===== src/rtl/arith_pkg.sv =====
// Shared definitions for the arithmetic pipeline: operation encodings and the
// default operand width.
package arith_pkg;

  localparam int N_DEFAULT = 10;

  typedef enum logic [1:0] {
    MODE_SUM  = 2'b00,
    MODE_MUL  = 2'b01,
    MODE_SQR  = 2'b10,
    MODE_ZERO = 2'b11
  } mode_t;

endpackage


===== src/rtl/arith_pipe_stage.sv =====
// One pipeline register: valid bit plus payload, with hold (stall) and flush.
// Payload only loads on a valid entry so the downstream view stays put across bubbles.
module arith_pipe_stage #(
  parameter int DW = 8
) (
  input  logic          clk,
  input  logic          rst_n,
  input  logic          flush,
  input  logic          hold,
  input  logic          valid_d,
  input  logic [DW-1:0] data_d,
  output logic          valid_q,
  output logic [DW-1:0] data_q
);

  always_ff @(posedge clk or negedge rst_n) begin
    if (!rst_n) begin
      valid_q <= 1'b0;
      data_q  <= '0;
    end else if (flush) begin
      // flush drops entries but leaves payload untouched
      valid_q <= 1'b0;
    end else if (!hold) begin
      valid_q <= valid_d;
      if (valid_d) data_q <= data_d;
    end
  end

endmodule


===== src/rtl/arith_pipeline.sv =====
// Three-stage arithmetic pipeline: S1 pre-adds, S2 applies the mode operation,
// S3 presents the result with a valid/ready handshake and global stall.
module arith_pipeline
  import arith_pkg::*;
#(
  parameter int N = N_DEFAULT,
  parameter int W = 2 * N
) (
  input  logic         clk,
  input  logic         rst_n,
  input  logic [N-1:0] A,
  input  logic [N-1:0] B,
  input  logic [N-1:0] C,
  input  logic [N-1:0] D,
  input  logic [1:0]   mode,
  input  logic         in_valid,
  output logic         in_ready,
  output logic [W-1:0] F,
  output logic         out_valid,
  input  logic         out_ready,
  input  logic         flush,
  output logic [1:0]   occupancy
);

  localparam int XW  = N + 1;
  localparam int S1W = 2 + N + 2 * XW;

  logic          stall;
  logic [XW-1:0] x1_d, x2_d;
  logic [S1W-1:0] s1_d, s1_q;
  logic          s1_valid, s2_valid, s3_valid;
  logic [XW-1:0] x1_q, x2_q;
  logic [N-1:0]  d_q;
  logic [1:0]    mode_q;
  logic [W-1:0]  x1_w, x2_w, d_w, s2_d, s2_q, s3_q;

  assign stall    = s3_valid && !out_ready;
  assign in_ready = !stall;

  assign x1_d = {1'b0, A} + {1'b0, B};
  assign x2_d = {1'b0, C} - {1'b0, D};
  assign s1_d = {mode, D, x2_d, x1_d};

  arith_pipe_stage #(.DW(S1W)) u_s1 (
    .clk(clk), .rst_n(rst_n), .flush(flush), .hold(stall),
    .valid_d(in_valid), .data_d(s1_d),
    .valid_q(s1_valid), .data_q(s1_q)
  );

  assign x1_q   = s1_q[XW-1:0];
  assign x2_q   = s1_q[2*XW-1:XW];
  assign d_q    = s1_q[2*XW+N-1:2*XW];
  assign mode_q = s1_q[S1W-1:S1W-2];

  assign x1_w = {{(W-XW){1'b0}}, x1_q};
  assign x2_w = {{(W-XW){x2_q[XW-1]}}, x2_q};
  assign d_w  = {{(W-N){1'b0}}, d_q};

  // all products truncate to W bits, giving the mod 2^W wrap
  always_comb begin
    s2_d = '0;
    case (mode_t'(mode_q))
      MODE_SUM:  s2_d = x1_w + x2_w;
      MODE_MUL:  s2_d = x1_w * x2_w;
      MODE_SQR:  s2_d = d_w * d_w;
      MODE_ZERO: s2_d = '0;
      default:   s2_d = '0;
    endcase
  end

  arith_pipe_stage #(.DW(W)) u_s2 (
    .clk(clk), .rst_n(rst_n), .flush(flush), .hold(stall),
    .valid_d(s1_valid), .data_d(s2_d),
    .valid_q(s2_valid), .data_q(s2_q)
  );

  arith_pipe_stage #(.DW(W)) u_s3 (
    .clk(clk), .rst_n(rst_n), .flush(flush), .hold(stall),
    .valid_d(s2_valid), .data_d(s2_q),
    .valid_q(s3_valid), .data_q(s3_q)
  );

  assign F         = s3_q;
  assign out_valid = s3_valid;
  assign occupancy = {1'b0, s1_valid} + {1'b0, s2_valid} + {1'b0, s3_valid};

endmodule


===== config.mk =====
export PLATFORM = sky130hd
export DESIGN_NAME = arith_pipeline
export DESIGN_NICKNAME = d
export VERILOG_FILES = /design/src/rtl/arith_pkg.sv /design/src/rtl/arith_pipe_stage.sv /design/src/rtl/arith_pipeline.sv
export SDC_FILE = /design/constraint.sdc
export NUM_CORES = 1
export LEC_CHECK = 0
export ABC_AREA = 1
export CORE_MARGIN = 4
export CORE_UTILIZATION = 40
export DETAILED_ROUTE_END_ITERATION = 7
export HOLD_SLACK_MARGIN = 0.03
export PLACE_DENSITY = 0.67
export SLEW_MARGIN = 10
export SYNTH_ARGS = -nofsm -noshare
export SYNTH_HDL_FRONTEND = slang
export SYNTH_HIERARCHICAL = 1
export SYNTH_SLANG_ARGS = --single-unit
export TNS_END_PERCENT = 50

===== constraint.sdc =====
create_clock -name clk -period 6.71 [get_ports clk]
set_input_delay 1.6775 -clock clk [delete_from_list [all_inputs] [get_ports clk]]
set_output_delay 1.6775 -clock clk [all_outputs]
set_load 0.05 [all_outputs]

==> results.md, run 1 <==
* Seq/Total Area, Yosys at 16.01%
* Setup Buffers After CTS at 0
* Post-synthesis async set-or-reset flop share at 100.0%
* Maximum root-to-sink buffer count at 2
* Drt wl/cell at between 10 and 15 um
* Kind of critical path: register to register
* CTS buffer count at 9
* Reg-to-Reg End: u_s2/data_q[13]
* ANT nets after route at 0
* Syn Inst Count at ~1700
* Port bufs at 70
* Via count at 10260
* Clock Latency Late Sink at around 350 ps
* Crit-path leading delay family: adder cells
* Row count at 63
* Most frequent cells after synthesis: 510 x nand2_1, 344 x inv_1, 150 x nand3_1
* # DRC at 0
* Initial antenna violation count at 0
* Worst Setup SP: u_s1/data_q[21]
* Largest net degree at the start of global routing at 78
* Initial core utilization at 40.60%
* Io pins at 71
* Proportion of netlist area held by the largest area contributor at 21.96%
* Worst EP required at 6990 ps
* Leakage at 7.772 nW
* Finished Cell Area at 13160 um^2
* Worst VDD drop at 0.2416 mV
* Clock transition at the registers of the reported paths at 60 ps
* Post-Syn Area at 12030 um^2
* Crit-path max cell delay at slightly above 500 ps
* Final worst-path cycle share at 77.41%
* Outcome: completed
* Post-DP HPWL at 23.64 mm
* Most used cell, CP: fa_1
* Fillcell total at 3092
* Seq cells post-synth at 77
* Place WS at about 1600 ps
* Core Region at 29640 um^2
* Setup crit end: u_s2/data_q[13]
* Area of placed instances at 12890 um^2
* Post-CTS Hold Fix Bufs at 0
* CP Capture Type: register
* Slew of the pin with the lowest slew margin at 999.0 ps
* Critical-path maximum fanout at 12
* Multi-input logic area at around 8500 um^2
* Final setup violation count at 0
* CP Depth at 19
* Vias in the first global route at 10270
* Ys Warns at 6
* Post-synth cell types at 39
* Power Dens Cells at 486.1 nW/um^2
* Synth Flop Type: dfrtp_1
* R2r setup slk at about 1500 ps
* Slowest CP cell: dfrtp_1
* Clock skew at 11.58 ps
* Synth Net Count at 1972
* GRT overflow at 0
* Critical path buffer and inverter count at 4
* Routability cong. at between 0.9 and 1
* Die Y at around 180 um
* Slew HR at 33.15%
* Layout cells sized above 1 at 3.318%
* Max Fclk at roughly 190 MHz
* Cell taking the most area after synthesis: fa_1
* Die Area at 32920 um^2
* Global-route wire length before repair at roughly 50 mm
* Main area contributors after synthesis: fa_1 22%, dfrtp_1 16%, nand2_1 16%
* Maxcap violations at 0
* Worst hold path type: register to register
* Post-synth EDFFs at 0
* CP arrival at ~5500 ps
* Worst-case reg-to-reg path depth at 19
* TritonCTS clock tree: yes
* Critical path cell sequence: inv_1 > or2_2 > fa_1 > fa_1 > inv_1 > fa_1 > fa_1 > inv_1 > fa_1 > inv_1 > ha_1 > nand2_1 > nor2_1 > nand3_1 > nand4_1 > nand3_1 > nand3_1 > nand3_1 > nand2_1
* Fin crit period at between 5000 and 6000 ps
* Setup ws final at between 1500 and 2000 ps
* Sink Count at 77
* Total global-route track usage at 17.99%
* Vias per inst at 4.937
* Setup TNS at 0 ps
* CTS Root Cell: clkbuf_16
* Die width at around 180 um
* H-tree levels at 3
* Hold_ws at 467.1 ps
* Nets@finish at 1997
* Post-Route WL at ~29 mm
* Area Overhead vs Synth at 9.389%
* Avg Cell Area, Syn at ~7.3 um^2
* Post-CTS Resized at 0
* Register area at 1927 um^2
* Fin. Hold Viols at 0
* Diode count at 0
* Most numerous cell in the Yosys netlist: nand2_1
* Max Transition Viols Final at 0
* Total power at 6.398 mW
* First-pass DRT Iterations at 5
* R2r startpoint: u_s1/data_q[21]
* RSZ-0062 raised after global routing: no
* CP startpoint kind: register
* DR iter-0 viols at 703
[metal layers]
layer / vias up / track usage (%) / share of wire, %
met2: 248 / 29.96 / 46
met3: 19 / 2.564 / 5.3
li1: 5119 / - / -
met1: 4873 / 25.67 / 48
met5: - / 0 / 0
met4: 0 / 2.612 / 0.83
[metrics by stage]
stage               utilization (%)  instances
finish                        44.41       2078
global route                  44.41       2078
CTS                           44.41       2078
detailed placement            43.50       2062
global placement              43.50       2062
floorplan                         -       1658
[worst min-delay path, delay by kind of cell (launching register included)]
kind	cells	cell delay [ps]
simple gates	2	90
flops	1	340
[cell families after synthesis]
| logic type | after synthesis | share of synthesized area (%) |
|---|---|---|
| AND/OR/NAND/NOR | 769 | 27.25 |
| adder cells (fa/ha/maj) | 267 | 36.00 |
| buffers and inverters | 407 | 13.68 |
| AO/OA/AOI/OAI | 115 | 5.376 |
| XOR/XNOR | 23 | 1.674 |
| flip-flops | 77 | 16.01 |
[where the power goes]
group,switching [mW],internal (mW)
clock,0.195,0.250
sequential,0.222,0.595
combinational,3.26,1.87
[how the worst min path moves through the flow]
stage	cells past startpoint	start	to
after floorplan	2	u_s1/data_q[30]	u_s1/data_q[30]
after global placement	2	u_s3/data_q[8]	u_s3/data_q[8]
after detailed placement	2	u_s3/data_q[2]	u_s3/data_q[2]
after CTS	2	u_s3/data_q[4]	u_s3/data_q[4]
after global routing	2	u_s3/data_q[4]	u_s3/data_q[4]
final	2	u_s3/data_q[4]	u_s3/data_q[4]
[state kept, by name, summed over array words and instances, names as in the netlist]
name and count:
u_s1/data_q 34, u_s2/data_q 20, u_s3/data_q 20, u_s1/valid_q 1, u_s2/valid_q 1, u_s3/valid_q 1
[cell usage in the layout (no fill, tap or decap), drive strengths merged, types with 2 or more instances in the layout]
master	instances
nand3	152
nand3b	15
clkdlybuf4s50	69
a21o	3
xor2	15
nor2	58
nand2	521
nand4	12
a21oi	61
ha	135
or2	5
o21ai	38
o211ai	3
clkbuf	10
nor3	4
clkinv	5
o21bai	4
fa	132
buf	2
xnor2	8
a31oi	4
inv	350
dfrtp	77
[cell type report]
type,count,area share (%)
Sequential cell,77,14.64
Inverter,350,9.981
Tap cell,390,3.707
Clock buffer,10,1.740
Multi-Input combinational cell,1174,64.27
Clock inverter,6,0.3042
Timing Repair Buffer,71,5.361
Note: power is estimated with default switching activity, not from simulation.
==> inputs of run 2 (changes only) <==
--- a/config.mk
+++ b/config.mk
@@ -10,7 +10,7 @@
 export CORE_UTILIZATION = 40
 export DETAILED_ROUTE_END_ITERATION = 7
 export HOLD_SLACK_MARGIN = 0.03
-export PLACE_DENSITY = 0.67
+export PLACE_DENSITY = 0.69
 export SLEW_MARGIN = 10
 export SYNTH_ARGS = -nofsm -noshare
 export SYNTH_HDL_FRONTEND = slang
==> constraint.sdc (replaced) <==
create_clock -name clk -period 4.45 [get_ports clk]
set_input_delay 1.1125 -clock clk [delete_from_list [all_inputs] [get_ports clk]]
set_output_delay 1.1125 -clock clk [all_outputs]
set_load 0.05 [all_outputs]
==> run 2 against run 1 <==
  * The flow now finishes with violations (setup timing)
  * Critical path type unchanged
  * Global-route usage increased by 1.3 points
  * Utilization rose by 6.3 points
  * Register-to-register slack lost 1700 ps
  * Count of clock-buffer cells in the layout unchanged
  * Fmax up 11%
  * First-iteration DRC count is 5.3% lower
  * Highest routed layer unchanged
==> results.md, run 2 (same netlist as run 1, synthesis figures left out) <==
* CP arrival at 4890 ps
* Fin crit period at approximately 4700 ps
* Hold_ws at ~470 ps
* Vias per inst at 4.873
* Maximum root-to-sink buffer count at 2
* Clock transition at the registers of the reported paths at 60 ps
* Post-DP HPWL at 25.89 mm
* DP Cell Count at around 2200
* H-tree levels at 3
* Clock Latency Late Sink at 340 ps
* Final worst-path cycle share at 104.8%
* Post-Route WL at 31.56 mm
* Drt wl/cell at 14.10 um
* Sink Count at 77
* Critical-path maximum fanout at 7
* RSZ-0062 raised after global routing: yes
* Slew HR at 30.59%
* Leading registers by flop count: u_s1/data_q (34), u_s2/data_q (20), u_s3/data_q (20)
* Outcome: finished with violations
* Max Fclk at 214.4 MHz
* Die Y at 181.4 um
* ANT nets after route at 0
* Area Overhead vs Synth at 24.90%
* Initial antenna violation count at 0
* Clock skew at 6.428 ps
* Hold endpoint: u_s3/data_q[1]
* Commonest non-fill, non-tap cell in the layout: nand2_1
* Most frequent cells in the layout: 486 x nand2_1, 330 x inv_1, 149 x buf_4, 137 x nand3_1, 123 x fa_1
* GRT overflow at 0
* DR iter-0 viols at 666
* Core Region at 29640 um^2
* Layout cells sized above 1 at 18.24%
* Setup ws final at -214.9 ps
* CP Capture Type: register
* Via count at 10910
* Diode count at 0
* Maxcap violations at 0
* Kind of critical path: register to register
* Nets@finish at 2157
* Port bufs at 70
* Reg-to-Reg End: u_s2/data_q[16]
* Post-Layout Cell Count at 2238
* Hold path depth at 2
* Worst hold path type: register to register
* Worst EP required at between 4000 and 5000 ps
* Max Transition Viols Final at 0
* Final setup violation count at 11
* Routability cong. at 0.9410
* First-pass DRT Iterations at 6
* Vias in the first global route at between 10000 and 15000
* R2r setup slk at -210 ps
* Largest net degree at the start of global routing at 78
* CP startpoint kind: register
* Global-route wire length before repair at 53.33 mm
* CTS buffer count at 9
* # DRC at 0
* Most flop-heavy register: u_s1/data_q
* Row count at 63
* Failing checks: setup timing
* Fin. Hold Viols at 0
* Initial core utilization at 40.60%
* Total global-route track usage at 19.31%
* Number of flip-flops in the largest register at 34
* CTS Root Cell: clkbuf_16
* Io pins at 71
* Place WS at -400.8 ps
* Slew of the pin with the lowest slew margin at 1037 ps
* Die width at 181.4 um
* R2r startpoint: u_s1/data_q[3]
* Worst-case reg-to-reg path depth at 20
* Hold Startpoint: u_s3/data_q[1]
* TritonCTS clock tree: yes
* Die Area at roughly 33000 um^2
## run 2: changes by cell type in the layout (fill, tap and decap cells not counted), moves of 14 or more
cell,change
buf_4,+147
nand2_1,-24
ha_1,-21
ha_4,+17
nand2_2,+17
dfrtp_1,-16
dfrtp_2,+16
inv_1,-14
## run 2: repair_timing
action,CTS,global route
setup buffers,13,10
endpoints found under the setup margin,14,14
gates cloned,0,0
pin swaps,28,56
resized for setup,49,104
hold buffers,0,0
## run 2: worst max-delay path by stage
stage	depth (start not counted)	end	startpoint	slack [ps]
finish	20	u_s2/data_q[16]	u_s1/data_q[3]	-210
floorplan	22	u_s2/data_q[11]	u_s1/data_q[17]	-4
global route	21	u_s2/data_q[16]	u_s1/data_q[5]	-400
detailed placement	20	u_s2/data_q[10]	u_s1/data_q[15]	-400
global placement	21	u_s2/data_q[19]	u_s1/data_q[14]	-390
CTS	22	u_s2/data_q[17]	u_s1/data_q[16]	-240
## run 2: layer usage
metal / GRT usage (%) / wire length (um) / vias up
met5: 0 / 0 / -
met2: 33.08 / 14830 / 272
met1: 26.82 / 14670 / 5162
met4: 3.062 / 407 / 0
li1: - / - / 5438
met3: 2.484 / 1648 / 34
## run 2: cell type report
class / instances / area (um^2)
tap: 390 / 488.0
multi-input combinational: 1174 / 9012
clock buffer: 10 / 229.0
timing repair buffer: 231 / 1973
inverter: 350 / 1316
clock inverter: 6 / 63.81
fill: 2868 / 14610
sequential: 77 / 1947
## run 2: through the flow
step | instance area, um^2 | utilization [%] | setup TNS, ps
5_1_grt | 15030 | 50.71 | -4078
2_1_floorplan | 12140 | - | -4.350
3_3_place_gp | 13990 | 47.21 | -4236
3_5_place_dp | 13990 | 47.21 | -4594
4_1_cts | 14550 | 49.10 | -2159
6_report | 15030 | 50.71 | -1754
## run 2: worst max-delay path: stages (launching register included)
cell     delay (ps)
dfrtp_2         480
buf_6           150
nand2_2          60
inv_2            40
fa_1            480
fa_1            520
fa_1            510
fa_1            540
inv_2            50
fa_2            530
inv_2            50
ha_4            300
nand2_1         110
nor2_2          180
nand3_2         120
nand3_2          90
nand2_1          50
nand3_1          70
nand3_1          80
nand3_1         100
nand2_1          60
Power of run 2 is not shown: default switching activity piles up to over one toggle a cycle in this logic, so the estimate is an artifact.
==> inputs of run 3 (changes only) <==
--- a/config.mk
+++ b/config.mk
@@ -9,8 +9,7 @@
 export CORE_MARGIN = 4
 export CORE_UTILIZATION = 40
 export DETAILED_ROUTE_END_ITERATION = 7
-export HOLD_SLACK_MARGIN = 0.03
-export PLACE_DENSITY = 0.69
+export PLACE_DENSITY_LB_ADDON = 0.05
 export SLEW_MARGIN = 10
 export SYNTH_ARGS = -nofsm -noshare
 export SYNTH_HDL_FRONTEND = slang
==> run 3 against run 2 <==
  * The flow still finishes with violations (setup timing)
  * Via count fell by 1.7%
  * Die area stayed put
  * First-iteration DRC count is 14% lower
  * Fmax grew 1.8%
  * Sequential share of layout area hardly changed
  * Clock skew rose by 4.6 ps
==> results.md, run 3 (same netlist as run 1, synthesis figures left out) <==
* Routability cong. at just over 0.9
* Via count at 10720
* Commonest non-fill, non-tap cell in the layout: nand2_1
* Clock skew at 11.03 ps
* Slew HR at approximately 40%
* Max Transition Viols Final at 0
* Vias per inst at 4.793
* Maximum root-to-sink buffer count at 2
* CP arrival at 4810 ps
* Area Overhead vs Synth at 25.55%
* Setup crit end: u_s2/data_q[19]
* Post-CTS Hold Fix Bufs at 0
* Clock transition at the registers of the reported paths at 70 ps
* Largest net degree at the start of global routing at 52
* Layout cells sized above 1 at 19.55%
* Most used cell, CP: fa_1
* Kind of critical path: register to register
* Most flop-heavy register: u_s1/data_q
* Outcome: finished with violations
* CP startpoint kind: register
* Fin crit period at 4580 ps
* Total global-route track usage at 21.23%
* Reg-to-Reg End: u_s2/data_q[19]
* Area of placed instances at between 10000 and 15000 um^2
* ANT nets after route at 0
* CP Capture Type: register
* Die width at 181.4 um
* CTS buffer count at 9
* Crit-path max cell delay at between 500 and 600 ps
* CTS Root Cell: clkbuf_16
* Setup ws final at -130.4 ps
* Sink Count at 77
* Row count at 63
* GRT overflow at 0
* Core Region at 29640 um^2
* Fin. Hold Viols at 0
* Slew of the pin with the lowest slew margin at just over 900 ps
* Max Fclk at 218.3 MHz
* # DRC at 0
* CP Depth at 21
* TritonCTS clock tree: yes
* Diode count at 0
* Worst-case reg-to-reg path depth at 21
* Crit-path leading delay family: adder cells
* RSZ-0062 raised after global routing: yes
* Slowest CP cell: fa_1
* Nets@finish at 2156
* Finished Cell Area at 15110 um^2
* Initial core utilization at 40.60%
* Worst Setup SP: u_s1/data_q[5]
* Place WS at -356.7 ps
* Leading registers by flop count: u_s1/data_q (34), u_s2/data_q (20), u_s3/data_q (20)
* Port bufs at 70
* DR iter-0 viols at 573
* Post-DP HPWL at around 28 mm
* Clock Latency Late Sink at about 350 ps
* Setup TNS at -843.5 ps
* Worst EP required at 4680 ps
* H-tree levels at 3
* Most frequent cells in the layout: 480 x nand2_1, 326 x inv_1, 144 x buf_4, 134 x nand3_1, 123 x fa_1
* Io pins at 71
* Final worst-path cycle share at 102.9%
* Post-Route WL at 33.57 mm
* Critical path buffer and inverter count at 5
* Die Area at 32920 um^2
* Maxcap violations at 0
* Global-route wire length before repair at 57.14 mm
* Worst hold path type: register to register
* Drt wl/cell at 15.00 um
* Failing checks: setup timing
* Critical-path maximum fanout at 6
* Critical path cell sequence: ha_4 > fa_1 > inv_2 > fa_1 > inv_1 > fa_2 > fa_1 > inv_1 > fa_1 > inv_2 > ha_4 > nand2_4 > inv_1 > a21oi_2 > nand2_2 > a21oi_2 > nand2_1 > nand3_2 > nand3_1 > nand3_1 > nand2_1
* R2r setup slk at -130 ps
* Initial antenna violation count at 0
* Die Y at 181.4 um
* Number of flip-flops in the largest register at 34
* R2r startpoint: u_s1/data_q[5]
* Vias in the first global route at 11210
* First-pass DRT Iterations at 5
* Final setup violation count at 11
[run 3: layer usage]
metal / wire length, um / global-route usage [%]
met4: 453 / 4.173
met3: 1448 / 2.023
met5: 0 / 0
met2: 15590 / 35.83
met1: 16070 / 30.02
[run 3: how the worst min path moves through the flow]
stage                          from               to  slack, ps  cells past startpoint
floorplan           u_s1/data_q[30]  u_s1/data_q[30]        440                      2
global placement     u_s3/data_q[3]   u_s3/data_q[3]        450                      2
detailed placement   u_s3/data_q[1]   u_s3/data_q[1]        460                      2
CTS                  u_s3/data_q[8]   u_s3/data_q[8]        470                      2
global route         u_s2/data_q[2]   u_s2/data_q[2]        490                      2
finish               u_s3/data_q[9]   u_s3/data_q[9]        470                      2
[run 3: worst min-delay path, cell delays in order (launching register included)]
cell and delay [ps]:
dfrtp_1 340, nand2_1 50, nand2_1 40
[run 3: layout make-up]
cell class	instances	area, um^2
multi-input cells	1174	9085
repair buffers	230	1983
clock buffers	9	225.2
flip-flops and latches	77	1951
fillers	3063	14530
well taps	390	488.0
inverters	350	1316
clock inverters	7	58.81
[run 3: timing repair]
item,4_1_cts,5_1_grt
gates resized for setup,85,85
setup endpoints to repair,14,14
pin swaps,30,36
buffers inserted,11,13
[run 3: per-stage QoR]
step | utilization (%) | hold slack [ps] | std cells
floorplan | - | 436.6 | 1658
global placement | 47.22 | 454.7 | 2198
detailed placement | 47.22 | 457.4 | 2198
CTS | 49.65 | 473.8 | 2224
global route | 50.97 | 494.5 | 2237
finish | 50.97 | 468.3 | 2237
Power of run 3 is left out for the same reason.
